[src/rtl/bp_cce_mem_stream_mux.sv]
// Merges the CCE-to-memory BedRock Stream command channels of several CCEs onto one memory port.
// Memory responses are steered back to the issuing CCE by the source-index field in the header.
module bp_cce_mem_stream_mux #(
    parameter int num_cce_p      = 4,
    parameter int header_width_p = 128,
    parameter int data_width_p   = 64,
    parameter int src_lsb_p      = 0
) (
    input  logic                                  clk_i,
    input  logic                                  reset_n_i,

    input  logic [num_cce_p*header_width_p-1:0]   cce_cmd_header_i,
    input  logic [num_cce_p-1:0]                  cce_cmd_header_v_i,
    output logic [num_cce_p-1:0]                  cce_cmd_header_ready_and_o,
    input  logic [num_cce_p-1:0]                  cce_cmd_has_data_i,
    input  logic [num_cce_p*data_width_p-1:0]     cce_cmd_data_i,
    input  logic [num_cce_p-1:0]                  cce_cmd_data_v_i,
    output logic [num_cce_p-1:0]                  cce_cmd_data_ready_and_o,
    input  logic [num_cce_p-1:0]                  cce_cmd_last_i,

    output logic [header_width_p-1:0]             mem_cmd_header_o,
    output logic                                  mem_cmd_header_v_o,
    input  logic                                  mem_cmd_header_ready_and_i,
    output logic                                  mem_cmd_has_data_o,
    output logic [data_width_p-1:0]               mem_cmd_data_o,
    output logic                                  mem_cmd_data_v_o,
    input  logic                                  mem_cmd_data_ready_and_i,
    output logic                                  mem_cmd_last_o,

    input  logic [header_width_p-1:0]             mem_resp_header_i,
    input  logic                                  mem_resp_header_v_i,
    output logic                                  mem_resp_header_ready_and_o,
    input  logic                                  mem_resp_has_data_i,
    input  logic [data_width_p-1:0]               mem_resp_data_i,
    input  logic                                  mem_resp_data_v_i,
    output logic                                  mem_resp_data_ready_and_o,
    input  logic                                  mem_resp_last_i,

    output logic [num_cce_p*header_width_p-1:0]   cce_resp_header_o,
    output logic [num_cce_p-1:0]                  cce_resp_header_v_o,
    input  logic [num_cce_p-1:0]                  cce_resp_header_ready_and_i,
    output logic [num_cce_p-1:0]                  cce_resp_has_data_o,
    output logic [num_cce_p*data_width_p-1:0]     cce_resp_data_o,
    output logic [num_cce_p-1:0]                  cce_resp_data_v_o,
    input  logic [num_cce_p-1:0]                  cce_resp_data_ready_and_i,
    output logic [num_cce_p-1:0]                  cce_resp_last_o
);

    localparam int src_width_lp = $clog2(num_cce_p);

    typedef enum logic [1:0] {IDLE, HOLD, DATA} cmd_state_e;
    typedef enum logic {RIDLE, RDATA} resp_state_e;

    cmd_state_e                cmd_state_q, cmd_state_n;
    resp_state_e               resp_state_q, resp_state_n;
    logic [src_width_lp-1:0]   rr_ptr_q, rr_ptr_n;
    logic [src_width_lp-1:0]   grant_q, grant_n;
    logic [src_width_lp-1:0]   rr_grant, rr_idx, sel;
    logic                      rr_found;
    logic                      cmd_v;
    logic [src_width_lp-1:0]   dest, rdest_q, rdest_n;

    // Round-robin search starting at rr_ptr; index arithmetic wraps since num_cce_p is a power of two.
    always_comb begin
        rr_grant = rr_ptr_q;
        rr_idx   = '0;
        rr_found = 1'b0;
        for (int i = 0; i < num_cce_p; i++) begin
            rr_idx = rr_ptr_q + src_width_lp'(i);
            if (!rr_found && cce_cmd_header_v_i[rr_idx]) begin
                rr_found = 1'b1;
                rr_grant = rr_idx;
            end
        end
    end

    always_comb begin
        cmd_state_n                = cmd_state_q;
        rr_ptr_n                   = rr_ptr_q;
        grant_n                    = grant_q;
        sel                        = (cmd_state_q == IDLE) ? rr_grant : grant_q;
        cmd_v                      = 1'b0;
        mem_cmd_header_o           = '0;
        mem_cmd_header_v_o         = 1'b0;
        mem_cmd_has_data_o         = 1'b0;
        mem_cmd_data_o             = '0;
        mem_cmd_data_v_o           = 1'b0;
        mem_cmd_last_o             = 1'b0;
        cce_cmd_header_ready_and_o = '0;
        cce_cmd_data_ready_and_o   = '0;

        case (cmd_state_q)
            IDLE, HOLD: begin
                cmd_v = (cmd_state_q == IDLE) ? rr_found : cce_cmd_header_v_i[grant_q];
                mem_cmd_header_v_o = cmd_v;
                mem_cmd_header_o   = cce_cmd_header_i[sel*header_width_p +: header_width_p];
                mem_cmd_header_o[src_lsb_p +: src_width_lp] = sel;
                mem_cmd_has_data_o = cce_cmd_has_data_i[sel];
                if (cmd_v) begin
                    cce_cmd_header_ready_and_o[sel] = mem_cmd_header_ready_and_i;
                end
                // An offered header that is not taken stays pinned to its channel until it is.
                if (cmd_v && mem_cmd_header_ready_and_i) begin
                    rr_ptr_n    = sel + src_width_lp'(1);
                    grant_n     = sel;
                    cmd_state_n = cce_cmd_has_data_i[sel] ? DATA : IDLE;
                end else if (cmd_v) begin
                    grant_n     = sel;
                    cmd_state_n = HOLD;
                end
            end
            DATA: begin
                mem_cmd_data_o   = cce_cmd_data_i[grant_q*data_width_p +: data_width_p];
                mem_cmd_data_v_o = cce_cmd_data_v_i[grant_q];
                mem_cmd_last_o   = cce_cmd_last_i[grant_q];
                cce_cmd_data_ready_and_o[grant_q] = mem_cmd_data_ready_and_i;
                if (cce_cmd_data_v_i[grant_q] && mem_cmd_data_ready_and_i && cce_cmd_last_i[grant_q]) begin
                    cmd_state_n = IDLE;
                end
            end
            default: cmd_state_n = IDLE;
        endcase

        if (!reset_n_i) begin
            mem_cmd_header_v_o         = 1'b0;
            mem_cmd_data_v_o           = 1'b0;
            cce_cmd_header_ready_and_o = '0;
            cce_cmd_data_ready_and_o   = '0;
        end
    end

    // Response payloads are broadcast; only the selected channel's valid is raised.
    always_comb begin
        resp_state_n                = resp_state_q;
        rdest_n                     = rdest_q;
        dest                        = mem_resp_header_i[src_lsb_p +: src_width_lp];
        cce_resp_header_o           = {num_cce_p{mem_resp_header_i}};
        cce_resp_has_data_o         = {num_cce_p{mem_resp_has_data_i}};
        cce_resp_data_o             = {num_cce_p{mem_resp_data_i}};
        cce_resp_last_o             = {num_cce_p{mem_resp_last_i}};
        cce_resp_header_v_o         = '0;
        cce_resp_data_v_o           = '0;
        mem_resp_header_ready_and_o = 1'b0;
        mem_resp_data_ready_and_o   = 1'b0;

        case (resp_state_q)
            RIDLE: begin
                cce_resp_header_v_o[dest]   = mem_resp_header_v_i;
                mem_resp_header_ready_and_o = cce_resp_header_ready_and_i[dest];
                if (mem_resp_header_v_i && cce_resp_header_ready_and_i[dest] && mem_resp_has_data_i) begin
                    rdest_n      = dest;
                    resp_state_n = RDATA;
                end
            end
            RDATA: begin
                cce_resp_data_v_o[rdest_q] = mem_resp_data_v_i;
                mem_resp_data_ready_and_o  = cce_resp_data_ready_and_i[rdest_q];
                if (mem_resp_data_v_i && cce_resp_data_ready_and_i[rdest_q] && mem_resp_last_i) begin
                    resp_state_n = RIDLE;
                end
            end
            default: resp_state_n = RIDLE;
        endcase

        if (!reset_n_i) begin
            cce_resp_header_v_o         = '0;
            cce_resp_data_v_o           = '0;
            mem_resp_header_ready_and_o = 1'b0;
            mem_resp_data_ready_and_o   = 1'b0;
        end
    end

    always_ff @(posedge clk_i) begin
        if (!reset_n_i) begin
            cmd_state_q  <= IDLE;
            resp_state_q <= RIDLE;
            rr_ptr_q     <= '0;
            grant_q      <= '0;
            rdest_q      <= '0;
        end else begin
            cmd_state_q  <= cmd_state_n;
            resp_state_q <= resp_state_n;
            rr_ptr_q     <= rr_ptr_n;
            grant_q      <= grant_n;
            rdest_q      <= rdest_n;
        end
    end

endmodule
[config.mk]
export PLATFORM = sky130hd
export DESIGN_NAME = bp_cce_mem_stream_mux
export DESIGN_NICKNAME = d
export VERILOG_FILES = /design/src/rtl/bp_cce_mem_stream_mux.sv
export SDC_FILE = /design/constraint.sdc
export NUM_CORES = 1
export LEC_CHECK = 0
export ABC_CLOCK_PERIOD_IN_PS = 2300
export BUFFER_PORTS_ARGS = -buffer_cell sky130_fd_sc_hd__clkbuf_2
export CAP_MARGIN = 20
export CORE_AREA = 4 4 775 777
export CTS_CLUSTER_DIAMETER = 60
export DETAILED_ROUTE_END_ITERATION = 16
export DIE_AREA = 0 0 779 781
export PLACE_DENSITY = 0.3
export SYNTH_ARGS = -nofsm -noshare
export SYNTH_HDL_FRONTEND = slang
export SYNTH_SLANG_ARGS = --single-unit
[constraint.sdc]
create_clock -name clk_i -period 2.3 [get_ports clk_i]
set_input_delay 0 -clock clk_i [delete_from_list [all_inputs] [get_ports clk_i]]
set_output_delay 0 -clock clk_i [all_outputs]
set_load 0.05 [all_outputs]
==> results.cfg, run 1 <==
[synthesis]
synth_flop_cell = sky130_fd_sc_hd__dfxtp_1
ys_warn_count = 0
syn_inst = 1466
synth-edff-count = 0
synth_fp_nets = 2458
yosys.cell_types.count = 36
synth_cell_area_um2 = 12400
yosysSeqAreaShare_pct = 1.45
ys_seq_elements = 9
syn_avg_cell_area_um2 = 8.46
async_flop_share_pct = 0

[global_routing]
number_of_global_route_vias_before_repair = 15012
grt.overflow.total = 0
maximum_number_of_pins_on_one_net_before_global_route_repair = 52
grt_antenna_before_repair = 116
wire_length_of_the_first_global_routing_pass_mm = 323
track_usage_pct = 9.05

[cells_and_area]
finalNonFillerCells = 9790
multi_input_comb_area_um2 = 9040
post_route_cells_drive_above_1_share_pct = 87.9
final-seq-area_um2 = 195
fillerInstances = 69894
synthToLayoutAreaGrowth_pct = 155
layout.nets = 2914

[timing]
hold_violations = 0
layout_setup_ws_ns = -0.608
finalMaxSlewViolations = 0
report.final.setup_viol = 134
final.min_clock_period_ns = 2.91
maximum_achievable_frequency_ghz = 0.344
final.setup_skew_ns = 0.00120
worst_slew_pin_slew_ns = 0.834
maxSlewHeadroom_pct = 44.6
grt_setup_unrepaired = yes
final_worst_path_cycle_share_pct = 126

[worst_setup_path]
timing.critical_path.slowest_stage_cell = sky130_fd_sc_hd__or4_4
internal_reg_to_reg_setup_slack_ns = -0.18
critical_path_arrival_ns = 2.91
required_ns = 2.30
worst-path-max-fanout = 6
setup.worst_path.end_class = output pin
timing.critical_path.slowest_cell_delay_ns = 0.50
critical_path_buf_inv_count = 4
path_delay_family = simple AND/OR/NAND/NOR gates
path_cells = nor2b_4 > buf_6 > or4_4 > a21oi_4 > a21oi_4 > or2_4 > buf_16 > buf_16 > o22ai_4 > buf_12
crit_type = reg -> out
critical_path.startpoint_type = flop

[place]
io_buffers = 1023
dp_cells = 9665
place_congestion = 0.842
pre_cts_ws_ns = -0.755
detailed_place_hpwl_mm = 270

[route]
via_to_cell_ratio = 1.45
drt-pass1-iter-count = 5
finalWirelength_mm = 291
vias = 14168
drc = 0
drt-wirelength-per-cell_um = 29.7
ant_nets = 0
detailedRoute.firstIterationViolations = 611

[outcome]
failed_checks = setup timing
result_of_the_run = finished with violations

[clocking]
number_of_h_tree_levels = 1
cts_made_buffers = 3
cts_root_buffer = sky130_fd_sc_hd__clkbuf_16
ctsLongestPathBuffers = 2
clk_latency_ns = 0.26
tritoncts_clock_tree = built
numClockSinks = 9
clk_pin_slew_worst_paths_ns = 0.05

[floorplanning]
design.portCount = 1982
start_util_pct = 2.09
die_area_um2 = 608000
core_area_um2 = 593000
rows = 283
die-width_um = 779
die_height_um = 781

[pwr]
power_leakage_nw = 10.4
power_density_nw_per_um2 = 1110
vdd.ir_drop.worst_uv = 818

[min_path]
holdCritPathClass = in -> out

[flow_run]
cap_viol_max_count = 0
-- where the power goes --
group	leakage (nW)	total [W]	internal (W)	switching (W)
registers	0.0766	0.000269	0.000201	0.0000686
logic	10.3	0.0345	0.0156	0.0189
clock network	0.0384	0.000352	0.000236	0.000117
total	10.4	0.0351	0.0160	0.0191
-- registers in the layout (all words and copies together) (netlist names) --
name and flops:
rr_ptr_q 2, cmd_state_q 2, grant_q 2, resp_state_q 1
rdest_q 2
-- cell families after synthesis --
kind of cell / after synthesis / synth area share [%]
DFF: 9 / 1.45
xor gates and xnor gates: 1 / 0.0706
and+or+nand+nor: 123 / 5.93
muxes: 329 / 33.5
buffers and inverters: 864 / 50.4
AOI/OAI and AO/OA: 140 / 8.64
-- per-stage QoR --
stage / hold WS [ns] / power, W / setup TNS [ns] / util (%) / instance area [um^2]
final: 0.0000400 / 0.0351 / -55.88 / 5.33 / 31600
after detailed placement: 0.00160 / 0.0276 / -33.14 / 4.54 / 26900
after global routing: 0.000142 / 0.0368 / -70.55 / 5.32 / 31600
after CTS: 0.00160 / 0.0339 / -65.77 / 5.09 / 30200
after floorplan: 0.166 / 0.0150 / -1.58 / - / 13000
after global placement: 0.00160 / 0.0277 / -41.87 / 4.54 / 26900
-- synth_stat cells (9+ instances only) --
master	count	area, um^2
sky130_fd_sc_hd__clkbuf_1	13	48.8
sky130_fd_sc_hd__nand2_1	10	37.5
sky130_fd_sc_hd__buf_1	18	67.6
sky130_fd_sc_hd__o22ai_2	29	363
sky130_fd_sc_hd__dfxtp_1	9	180
sky130_fd_sc_hd__o22ai_1	98	613
sky130_fd_sc_hd__buf_2	45	225
sky130_fd_sc_hd__mux2i_1	260	2600
sky130_fd_sc_hd__mux4_2	69	1550
sky130_fd_sc_hd__buf_4	779	5850
sky130_fd_sc_hd__and2_1	66	413
-- layer usage --
layer	up-vias	part of all wire, %	GRT usage, %
met4	42	3.6	2.45
met2	2034	38	12.3
met3	374	28	11.8
li1	5322	-	-
met5	-	0.43	1.22
met1	6396	30	7.88
-- area by class of cell --
cell class	count	area share (%)
multi-input combinational	593	28.6
sequential	9	0.618
tap	7837	31.0
antenna	32	0.253
inverter	5	0.0990
clock buffer	4	0.250
timing repair buffer	1310	39.1
-- path summary, 6_finish.rpt --
kind / to / start / depth (start not counted)
hold / removal: cce_resp_data_o[252] / mem_resp_data_i[60] / 0
hold reg to reg: rr_ptr_q[1]$_SDFFE_PN0P_ / rr_ptr_q[1]$_SDFFE_PN0P_ / 2
setup reg to reg: cmd_state_q[1]$_SDFFE_PN0P_ / rr_ptr_q[0]$_SDFFE_PN0P_ / 10
setup / recovery: mem_cmd_header_o[94] / rr_ptr_q[0]$_SDFFE_PN0P_ / 10
-- worst register-to-register path: stages (launching register included) --
cell and delay (ns):
sky130_fd_sc_hd__dfxtp_4 0.36, sky130_fd_sc_hd__nor2b_4 0.05, sky130_fd_sc_hd__buf_6 0.11, sky130_fd_sc_hd__or4_4 0.50
sky130_fd_sc_hd__buf_4 0.16, sky130_fd_sc_hd__a31oi_4 0.19, sky130_fd_sc_hd__buf_12 0.16, sky130_fd_sc_hd__mux2i_4 0.31
sky130_fd_sc_hd__mux2i_4 0.15, sky130_fd_sc_hd__buf_6 0.15, sky130_fd_sc_hd__a31o_2 0.24
-- cells in the final DEF, fill, tap and decap left out, types with 2 or more instances in the layout --
| cell type | instances |
|---|---|
| sky130_fd_sc_hd__clkbuf_2 | 824 |
| sky130_fd_sc_hd__buf_12 | 264 |
| sky130_fd_sc_hd__o22ai_4 | 125 |
| sky130_fd_sc_hd__mux2i_1 | 105 |
| sky130_fd_sc_hd__buf_4 | 104 |
| sky130_fd_sc_hd__mux2i_4 | 93 |
| sky130_fd_sc_hd__mux4_2 | 69 |
| sky130_fd_sc_hd__and2_1 | 62 |
| sky130_fd_sc_hd__mux2i_2 | 62 |
| sky130_fd_sc_hd__buf_6 | 40 |
| sky130_fd_sc_hd__buf_8 | 34 |
| sky130_fd_sc_hd__diode_2 | 32 |
| sky130_fd_sc_hd__buf_16 | 30 |
| sky130_fd_sc_hd__clkbuf_16 | 13 |
| sky130_fd_sc_hd__nand2_1 | 10 |
| sky130_fd_sc_hd__nor2_1 | 8 |
| sky130_fd_sc_hd__nor3_1 | 6 |
| sky130_fd_sc_hd__nor3b_1 | 5 |
| sky130_fd_sc_hd__dfxtp_1 | 5 |
| sky130_fd_sc_hd__nor2b_4 | 4 |
| sky130_fd_sc_hd__and2_4 | 4 |
| sky130_fd_sc_hd__inv_1 | 4 |
| sky130_fd_sc_hd__nand3_1 | 4 |
| sky130_fd_sc_hd__nor2b_1 | 4 |
| sky130_fd_sc_hd__bufbuf_16 | 4 |
| sky130_fd_sc_hd__dfxtp_4 | 4 |
| sky130_fd_sc_hd__and3_1 | 3 |
| sky130_fd_sc_hd__and3b_1 | 2 |
| sky130_fd_sc_hd__a21oi_4 | 2 |
| sky130_fd_sc_hd__nor3b_4 | 2 |
| sky130_fd_sc_hd__a21boi_0 | 2 |
-- timing repair --
action | CTS | global route
endpoints found under the setup margin | 156 | 151
gates cloned | 22 | 9
hold buffers | 0 | 0
setup buffers | 43 | 43
resized for setup | 398 | 206
pin swaps | 32 | 45
Note: power is estimated with default switching activity, not from simulation.
==> inputs of run 2 (changes only) <==
Settings changed: ABC_AREA set to 1, CORE_AREA 4 4 775 777 to 4 4 769 771, DIE_AREA 0 0 779 781 to 0 0 773 775.
==> run 2 against run 1 <==
The flow still finishes with violations (setup timing). Clock-buffer cell count is 1 lower. Area after synthesis grew 12%. Critical endpoint is now mem_cmd_header_o[24]. Maximum frequency fell by 2.8%. Synthesized cell count grew 70%. Sequential share of layout area about the same. Via count up 41%. Cell area increased by 2.1%. Clock skew grew 0.00057 ns. Highest routed layer unchanged. Power rose to 2.6 times the previous value.
==> results.cfg, run 2 <==
[floorplanning]
start_util_pct = 2.37
core_area_um2 = 584000
design.portCount = 1982
rows = 281
die-width_um = 773
die_height_um = 775
die_area_um2 = 599000

[worst_setup_path]
crit_type = reg -> out
timing.critical_path.slowest_cell_delay_ns = 0.43
critical_path_buf_inv_count = 6
setup.worst_path.end_class = output pin
critical_path_arrival_ns = 2.99
timing.critical_path.slowest_stage_cell = sky130_fd_sc_hd__dfxtp_4
worst-path-max-fanout = 7
path_cells = buf_8 > nand2_2 > nand2_4 > nand2_4 > nand2_8 > nand2_8 > nand2_4 > nand2_2 > nand2_2 > nand3_4 > buf_12 > nand2_8 > buf_12 > buf_16 > nand2_1 > nand2_1 > nand2_1 > a21oi_4 > buf_6 > buf_12
critical_path.startpoint_type = flop
path_delay_family = simple AND/OR/NAND/NOR gates
required_ns = 2.30
timing.critical_path.from = rr_ptr_q[0]$_SDFFE_PN0P_
crit-reg2reg-launch = rr_ptr_q[0]$_SDFFE_PN0P_

[cells_and_area]
post_route_cells_drive_above_1_share_pct = 62.6
finish.utilization_pct = 5.52
synthToLayoutAreaGrowth_pct = 133
fin_area_um2 = 32200
layout_commonest_cell = sky130_fd_sc_hd__clkbuf_2
layout.nets = 3909
fillerInstances = 69589
layout.cells.most_common_list = sky130_fd_sc_hd__clkbuf_2, sky130_fd_sc_hd__nand2_1, sky130_fd_sc_hd__buf_12

[synthesis]
ys_seq_elements = 9
yosysMostFrequentCell = sky130_fd_sc_hd__nand2_1
synth.largest_area_cell = sky130_fd_sc_hd__buf_4
synth_fp_nets = 3483
post_synth_most_frequent_cells = sky130_fd_sc_hd__nand2_1, sky130_fd_sc_hd__buf_4, sky130_fd_sc_hd__nand3_1, sky130_fd_sc_hd__a21oi_1, sky130_fd_sc_hd__a22oi_1
synth_cell_area_um2 = 13900
ys_warn_count = 0
syn_inst = 2491
yosys-top-cells-area = sky130_fd_sc_hd__buf_4, sky130_fd_sc_hd__nand2_1, sky130_fd_sc_hd__nand3_1
yosys.cell_types.count = 32
synth-edff-count = 0
post-synth-top-area-fraction_pct = 43.6
syn_avg_cell_area_um2 = 5.56
async_flop_share_pct = 0
synth_flop_cell = sky130_fd_sc_hd__dfxtp_1
yosysSeqAreaShare_pct = 1.30

[clocking]
tritoncts_clock_tree = built
ctsLongestPathBuffers = 2
cts_root_buffer = sky130_fd_sc_hd__clkbuf_16
number_of_h_tree_levels = 1
cts_made_buffers = 3
clk_latency_ns = 0.29
clk_pin_slew_worst_paths_ns = 0.05
cts-hold-fix-buffers = 0
numClockSinks = 9

[timing]
final.min_clock_period_ns = 2.99
worst_slew_pin_slew_ns = 1.12
maxSlewHeadroom_pct = 25.1
finalMaxSlewViolations = 0
tns_ns = -82.56
hold_slack_ns = 0.0000241
grt_setup_unrepaired = yes
final_worst_path_cycle_share_pct = 130
final.setup_skew_ns = 0.00176
report.final.setup_viol = 173
maximum_achievable_frequency_ghz = 0.334
layout_setup_ws_ns = -0.692
hold_violations = 0

[global_routing]
maximum_number_of_pins_on_one_net_before_global_route_repair = 68
wire_length_of_the_first_global_routing_pass_mm = 373
number_of_global_route_vias_before_repair = 19822
grt.overflow.total = 0
track_usage_pct = 10.4
grt_antenna_before_repair = 151

[outcome]
result_of_the_run = finished with violations
failed_checks = setup timing

[route]
finalWirelength_mm = 333
drt-wirelength-per-cell_um = 31.0
vias = 19944
drc = 0
ant_nets = 0
drt-pass1-iter-count = 5
via_to_cell_ratio = 1.86
detailedRoute.firstIterationViolations = 1164

[pwr]
share_seq_of_total_power_pct = 0.3
power_density_nw_per_um2 = 2840
power_leakage_nw = 12.0
internal_power_w = 0.0361
combinational_share_of_power_pct = 99.2
switching_share_pct = 60.6
vdd.ir_drop.worst_uv = 1090
net-switching-power_w = 0.0555
clockPowerShare_pct = 0.4

[min_path]
holdCritPathClass = in -> out
holdCritStartpoint = mem_resp_header_i[105]

[place]
io_buffers = 1023
place_congestion = 0.887
postPlaceCellArea_um2 = 27700
detailed_place_hpwl_mm = 297

[flow_run]
cap_viol_max_count = 0
## run 2: cell families (layout without fill, tap and decap cells)
family / count (synthesis) / count (layout) / share of synthesized area (%)
DFF: 9 / 9 / 1.30
and+or+nand+nor: 1167 / 1169 / 34.9
buffers and inverters: 974 / 1397 / 49.0
AOI/OAI and AO/OA: 340 / 340 / 14.8
muxes: 1 / 1 / 0.0723
other: 0 / 22 / 0
## run 2: area by class of cell
cell class	count	area [um^2]	share of cell area, %
inverter	31	129	0.400
sequential	9	191	0.594
antenna	22	55.1	0.171
tap	7782	9740	30.2
clock inverter	1	5.00	0.0155
timing repair inverter	1	6.26	0.0194
clock buffer	3	75.1	0.233
multi-input combinational	1510	9320	28.9
timing repair buffer	1361	12700	39.5
## run 2: what timing repair did
item                                    4_1_cts  5_1_grt
pin swaps                                   114      108
hold endpoints to repair                      0        0
gates cloned                                 33       15
buffers inserted                             51       42
endpoints found under the setup margin      173      201
resized for setup                           385      236
## run 2: worst register-to-register path, delay by kind of cell, from the launching register on
family                 cells  cell delay, ns
buffers and inverters      7            1.05
flip-flops                 1            0.39
AND/OR/NAND/NOR            9            0.96
## run 2: final timing paths
path / slack [ns] / end / depth (start not counted)
max: -0.69 / mem_cmd_header_o[24] / 20
min: 0.00002 / cce_resp_header_o[361] / 0
max reg2reg: -0.22 / rr_ptr_q[1]$_SDFFE_PN0P_ / 16
min reg2reg: 0.50 / resp_state_q$_SDFF_PN0_ / 2
## run 2: metrics by stage
stage               power [W]  setup slack (ns)  std cells
floorplan              0.0328           0.00109       2491
global placement       0.0731            -0.994      10568
detailed placement     0.0728            -0.914      10568
CTS                    0.0882            -0.774      10654
global route           0.0968            -0.801      10704
finish                 0.0916            -0.692      10720
## run 2: metal layers
metal	up-vias	GRT usage [%]	routed length, um
li1	8193	-	-
met4	42	2.78	12700
met2	2411	17.0	150000
met3	515	10.1	70700
met1	8783	8.95	98600
met5	-	1.21	1220
## run 2: power groups by stage
stage	clock network, W	logic (W)	registers [W]
after global routing	0.000424	0.0961	0.000312
final	0.000412	0.0909	0.000306
after detailed placement	0	0.0725	0.000272
after floorplan	0	0.0325	0.000233
after global placement	0	0.0728	0.000272
after CTS	0.000417	0.0875	0.000285
